===== src/rtl/key_pulse_gen.sv =====
// Push-button debouncer: turns each accepted press into a one-cycle enable pulse.
// While the key is held, it optionally generates auto-repeat pulses.
module key_pulse_gen #(
  parameter int unsigned DEBOUNCE_CYCLES = 1000000,
  parameter int unsigned HOLD_CYCLES     = 25000000,
  parameter int unsigned REPEAT_CYCLES   = 5000000,
  parameter bit          REPEAT_EN       = 1'b1,
  parameter bit          KEY_ACTIVE_LOW  = 1'b1,
  parameter int unsigned CNT_W           = 25
) (
  input  logic CLK,
  input  logic CLRN,
  input  logic key_in,
  output logic pulse,
  output logic level,
  output logic held
);

  localparam logic             RelLevel = KEY_ACTIVE_LOW;
  localparam logic [CNT_W-1:0] DebLast  = CNT_W'(DEBOUNCE_CYCLES - 1);
  localparam logic [CNT_W-1:0] HoldLast = CNT_W'(HOLD_CYCLES - 1);
  localparam logic [CNT_W-1:0] RepLast  = CNT_W'(REPEAT_CYCLES - 1);
  localparam logic [CNT_W-1:0] CntOne   = CNT_W'(1);

  typedef enum logic [1:0] {
    StIdle,
    StPressWait,
    StPressed,
    StReleaseWait
  } state_e;

  state_e           state_q, state_d;
  logic [CNT_W-1:0] dcnt_q, dcnt_d;
  logic [CNT_W-1:0] hcnt_q, hcnt_d;
  logic             sync1_q, sync2_q;
  logic             pulse_q, pulse_d;
  logic             level_q, level_d;
  logic             held_q, held_d;
  logic             key_s;
  logic [CNT_W-1:0] hcnt_last;

  assign key_s     = KEY_ACTIVE_LOW ? ~sync2_q : sync2_q;
  assign hcnt_last = held_q ? RepLast : HoldLast;

  always_comb begin
    state_d = state_q;
    dcnt_d  = dcnt_q;
    hcnt_d  = hcnt_q;
    pulse_d = 1'b0;
    level_d = level_q;
    held_d  = held_q;
    case (state_q)
      StIdle: begin
        if (key_s) begin
          state_d = StPressWait;
          dcnt_d  = '0;
        end
      end
      StPressWait: begin
        if (!key_s) begin
          state_d = StIdle;
        end else if (dcnt_q == DebLast) begin
          state_d = StPressed;
          pulse_d = 1'b1;
          level_d = 1'b1;
          hcnt_d  = '0;
        end else begin
          dcnt_d = dcnt_q + CntOne;
        end
      end
      StPressed: begin
        if (!key_s) begin
          state_d = StReleaseWait;
          dcnt_d  = '0;
        end else if (REPEAT_EN) begin
          if (hcnt_q == hcnt_last) begin
            pulse_d = 1'b1;
            held_d  = 1'b1;
            hcnt_d  = '0;
          end else begin
            hcnt_d = hcnt_q + CntOne;
          end
        end
      end
      StReleaseWait: begin
        if (key_s) begin
          // Release bounce: the return edge counts as a hold cycle, so the
          // repeat timing slips only by the cycles the key read as released.
          state_d = StPressed;
          if (REPEAT_EN && (hcnt_q != hcnt_last)) begin
            hcnt_d = hcnt_q + CntOne;
          end
        end else if (dcnt_q == DebLast) begin
          state_d = StIdle;
          level_d = 1'b0;
          held_d  = 1'b0;
        end else begin
          dcnt_d = dcnt_q + CntOne;
        end
      end
      default: state_d = StIdle;
    endcase
  end

  always_ff @(posedge CLK or negedge CLRN) begin
    if (!CLRN) begin
      sync1_q <= RelLevel;
      sync2_q <= RelLevel;
      state_q <= StIdle;
      dcnt_q  <= '0;
      hcnt_q  <= '0;
      pulse_q <= 1'b0;
      level_q <= 1'b0;
      held_q  <= 1'b0;
    end else begin
      sync1_q <= key_in;
      sync2_q <= sync1_q;
      state_q <= state_d;
      dcnt_q  <= dcnt_d;
      hcnt_q  <= hcnt_d;
      pulse_q <= pulse_d;
      level_q <= level_d;
      held_q  <= held_d;
    end
  end

  assign pulse = pulse_q;
  assign level = level_q;
  assign held  = held_q;

endmodule


===== config.mk =====
export PLATFORM = sky130hd
export DESIGN_NAME = key_pulse_gen
export DESIGN_NICKNAME = d
export VERILOG_FILES = /design/src/rtl/key_pulse_gen.sv
export SDC_FILE = /design/constraint.sdc
export NUM_CORES = 1
export LEC_CHECK = 0
export CAP_MARGIN = 25
export CORE_MARGIN = 3
export CORE_UTILIZATION = 61
export DETAILED_ROUTE_END_ITERATION = 10
export HOLD_SLACK_MARGIN = 0.12
export PLACE_DENSITY_LB_ADDON = 0.3
export SLEW_MARGIN = 40
export SYNTH_ARGS = -nofsm -noshare
export SYNTH_HDL_FRONTEND = slang
export SYNTH_SLANG_ARGS = --single-unit

===== constraint.sdc =====
create_clock -name CLK -period 5.1 [get_ports CLK]
set_clock_uncertainty 0.05 [all_clocks]
set_input_delay 1.02 -clock CLK [delete_from_list [all_inputs] [get_ports CLK]]
set_output_delay 1.02 -clock CLK [all_outputs]
set_load 0.03 [all_outputs]

; ---- After elaboration in Yosys (flattened, before gate mapping)
; Cells that the tools add are included.
[op_classes]
n_addsub = 2
eq_ne = 18
n_mux = 34
n_reduce_logical = 9
[op_table]
columns = operator, n
row1 = $mux 25, 12
row2 = $pmux 25 s4, 1
row3 = $pmux 25 s3, 1
row4 = $add 25x1->25 const B, 2
row5 = $eq 25x20->1 const B, 1
row6 = $eq 25x25->1, 1
row7 = $ne 25x25->1, 1
row8 = $ne 2x2->1 const B, 10
row9 = $mux 2, 6
row10 = $mux 1, 10
row11 = $reduce_and 5->1, 2
row12 = $pmux 2 s4, 1
row13 = $reduce_and 4->1, 2
row14 = $ne 3x3->1 const B, 2
row15 = $pmux 1 s2, 3
row16 = $reduce_and 6->1, 1
row17 = $eq 2x2->1 const B, 2
row18 = $reduce_bool 2->1, 2
row19 = $reduce_bool 3->1, 1
row20 = $eq 2x1->1 const B, 1
row21 = $logic_not 2->1, 1
[totals]
reg_bits = 57
input_bits = 3
out_inout_bits = 3
word_cells = 71

; ---- Longest topological paths before layout
[depth]
ltp_word = 5
depth_mapped = 10
depth_no_buf = 8

; ---- Least setup slack after synthesis
; No wires, ideal clock.
[synth_path]
path_type = register to register
start = reg state_q[0]
end = reg dcnt_q[14]
setup_ns = 0.066
arrival_ns = 2.199
t_required_ns = 4.984
slack_ns = 2.785
stages_incl_launch_ff = 11
path_cell_list = dfrtp_1 inv_1 ha_1 buf_4 nor3_1 a21o_2 o31ai_2 or2_1 clkbuf_1 or4_1 nand2_1
[synth_via]
elab_chain_cells = 3
word_cells_on_any_way = 10
cone_classes = eq/ne: 7 / mux: 1 / reduce/logical: 2
[synth_rtl]
columns = item, line
row1 = start: declaration, 32  ; state_e state_q, state_d;
row2 = start signal: assignment, 109  ; state_q <= StIdle;
row3 = start signal: assignment, 118  ; state_q <= state_d;
row4 = $eq 2x1->1 (tied with other cells), 52  ; case (state_q)
row5 = $ne 2x2->1 (no source line), -
row6 = $reduce_and 4->1 (no source line), -
row7 = end signal: assignment, 119  ; dcnt_q <= dcnt_d;
row8 = end: declaration, 33  ; logic [CNT_W-1:0] dcnt_q, dcnt_d;
; Several ways; a longest one is shown, not always the timed one.
; A chain may end at the register's enable or synchronous reset.

; ---- Worst setup path in the final report
; Ends and elaborated chain as after synthesis.

==> metrics.md <==
| Metric | Value |
|---|---|
| Crit-path max FO | `15` |
| Fin crit period | `2.64 ns` |
| Core area | `5270 um2` |
| Area taken by multi-input logic gates | `1870 um2` |
| Total track usage | `26.6%` |
| Clock Tree Root | `clkbuf_8` |
| Drt wl/cell | `16.9 um` |
| Post-synthesis register bit count | `57` |
| Hold-fix buffers, CTS | `0` |
| Cell Pwr Density | `412 nW/um2` |
| CTS max path bufs | `2` |
| CTS resizes | `0` |
| Initial antenna violation count | `0` |
| ANT nets after route | `0` |
| Status | `finished clean` |
| Final Hold Vio Count | `0` |
| Final net count | `391` |
| Reg2reg end | `dcnt_q[14]$_DFFE_PN0P_` |
| WP data arrival | `2.87 ns` |
| CP Launch Type | `register` |
| Top FF cell, synth | `dfrtp_1` |
| Iter 0 DRT Violations | `264` |
| Synth area leader | `dfrtp_1` |
| Crit path required time | `5.33 ns` |
| RSZ-0062 raised after global routing | `no` |
| CTS tree | `built` |
| Die ar. | `6580 um2` |
| Syn-to-layout area delta | `8.91%` |
| Largest cells by area after synthesis | `dfrtp_1, o21ai_0, nor2_1` |
| Final worst setup slack | `2.46 ns` |
| Power Total | `1.54 mW` |
| Max Clk Rate | `378 MHz` |
| GR Util met1 | `37.7%` |
| Die Y | `81.1 um` |
| Synth warn | `0` |
| Hold path start | `sync1_q$_DFF_PN1_` |
| Worst slew margin | `53.2%` |
| Fraction of registers with async set/reset | `100%` |
| Reg2reg setup slack | `2.46 ns` |
| CP Class | `reg -> reg` |
| R2R Path Start | `state_q[0]$_DFFE_PN0P_` |
| # rows | `26` |
| Peak VDD IR | `0.363 mV` |
| Remaining DRCs | `0` |
| Max-cap violations | `0` |
| Vias post-DR | `2914` |
| Vias in the first global route | `2699` |
| Starting Density | `65.3%` |
| Final Cycle Share | `51.8%` |
| CP endpoint kind | `register` |
| Fillers | `384` |
| WL final | `7.71 mm` |
| Fin area | `3750 um2` |
| Count of cell types in the netlist | `59` |
| Global Route met3 Usage | `7.65%` |
| Post-synth EDFFs | `0` |
| Setup repair bufs after CTS | `0` |
| Synthesized Nets | `387` |
| I/O Pins | `6` |
| Mean Syn Cell Area | `9.11 um2` |
| Worst-skew pair later-pin latency | `0.34 ns` |
| Port bufs | `5` |
| Met2 Track Usage GR | `39.5%` |
| HPWL after DPL | `5.24 mm` |
| Placed cell area | `3510 um2` |
| GPL Wtd Cong | `0.887` |
| Setup WS pre-CTS | `2.18 ns` |
| Hold Path Sink | `sync2_q$_DFF_PN1_` |
| Setup-failing EPs final | `0` |
| Max H-tree Level | `3` |
| Post-synthesis sequential area ratio | `41.5%` |
| Reg area | `1430 um2` |
| Mapped cell area | `3440 um2` |
| Clock sinks | `57` |
| Leakage | `1.50 nW` |
| Overflow after GRT | `0` |
| Area fraction of the dominant cell type after synthesis | `40.0%` |
| Drt pass-1 iters | `5` |
| Layout cells sized above 1 | `12.1%` |
| Die Wd | `81.1 um` |
| Hold path depth | `0` |
| Hold_ws | `0.307 ns` |
| Final Max Tran Viols | `0` |
| Antenna cells | `0` |
| Busiest grt layer | `met2` |
| Clk pin slew, worst setup/hold paths | `0.06 ns` |
| Cell count of the worst reg-to-reg path | `6` |
| Fin Setup TNS | `0 ns` |
| Via density | `6.38` |
| Syn Inst Count | `378` |
| Num CTS Buffers | `9` |
| Worst-margin pin slew | `0.701 ns` |
| Hold Path Class | `reg -> reg` |
| Global-route wire length before repair | `13.2 mm` |
| Largest net degree at the start of global routing | `58` |
## power by group
part           internal (mW)  total (mW)  switching, mW
sequential             0.484       0.521         0.0366
combinational          0.167       0.542          0.375
clock                  0.300       0.480          0.181
total                  0.951        1.54          0.593
## flip-flops by register name (all words and copies together), names as in the netlist, named ones only
register / cells
dcnt_q: 25
hcnt_q: 25
held: 1
level: 1
pulse: 1
state_q: 1
sync1_q: 1
sync2_q: 1
## critical path, stage by stage, from the launching register on
cell and delay [ns]:
dfrtp_1 0.45, ha_1 0.42, nor2_2 0.53, o31ai_4 0.20, or2_1 0.34, or4_1 0.52, nand2_1 0.07
## logic make-up after synthesis
| family | synth area share, % |
|---|---|
| flip-flops | 41.5 |
| AO/OA/AOI/OAI | 21.9 |
| XOR/XNOR | 2.54 |
| adder cells (fa/ha/maj) | 2.18 |
| buffers and inverters | 4.43 |
| AND/OR/NAND/NOR | 26.8 |
| multiplexers | 0.654 |
## cells in the mapped netlist, drive strengths merged (9+ instances only)
master and number:
nor2 42, a21oi 22, a22o 13, nor4 10
nor3 10, and3 9, inv 19, o31ai 9
nand2 27, o21ai 37, nand3 27, dfrtp 55
xnor2 10
## how the worst max path moves through the flow
stage                            from                     end  slack [ns]
2_1_floorplan  state_q[0]$_DFFE_PN0P_  dcnt_q[14]$_DFFE_PN0P_        2.79
3_3_place_gp   state_q[0]$_DFFE_PN0P_  dcnt_q[14]$_DFFE_PN0P_        2.19
6_report       state_q[0]$_DFFE_PN0P_  dcnt_q[14]$_DFFE_PN0P_        2.46
5_1_grt        state_q[0]$_DFFE_PN0P_  dcnt_q[14]$_DFFE_PN0P_        2.26
4_1_cts        state_q[0]$_DFFE_PN0P_  dcnt_q[14]$_DFFE_PN0P_        2.14
3_5_place_dp   state_q[0]$_DFFE_PN0P_  dcnt_q[14]$_DFFE_PN0P_        2.18
## per-stage QoR
step	instances	util [%]
after floorplan	378	-
after global placement	441	66.6
after detailed placement	441	66.6
after CTS	457	70.9
after global routing	457	71.1
final	457	71.1
## cell type report
cell class	count	share of cell area [%]
inverters	19	1.90
well taps	70	2.34
repair buffers	7	1.60
flip-flops and latches	57	38.1
multi-input cells	288	49.9
clock inverters	5	2.07
clock buffers	11	4.04
## placed cells by master, fill, tap and decap left out, types with 2 or more instances in the layout
master / n
a21o_2: 5
o21ai_1: 4
o2bb2ai_1: 5
nor4_2: 4
nand3_1: 26
nor4_4: 2
a22o_1: 13
ha_1: 6
and3_1: 9
nor2_1: 39
dfrtp_1: 55
nand2b_1: 2
nor2_2: 2
buf_4: 2
nor4_1: 4
nand2_1: 27
mux2_2: 2
bufinv_16: 2
a31oi_1: 5
o21ai_0: 32
nand4_1: 8
nor2b_1: 3
and4_1: 5
clkinv_2: 2
xnor2_1: 10
dfstp_2: 2
clkdlybuf4s50_1: 4
nor3_1: 10
o31ai_1: 8
inv_1: 19
o32a_1: 2
clkbuf_8: 11
a21oi_1: 20
nand4bb_1: 2
or3_1: 3
or4_1: 5
a21o_1: 3
## metal layers
layer | up-vias | share of wire, %
met5 | - | 0
met4 | 0 | 0.57
met3 | 4 | 6.3
met2 | 101 | 46
met1 | 1396 | 47
li1 | 1413 | -
(Power assumes the default switching activity.)
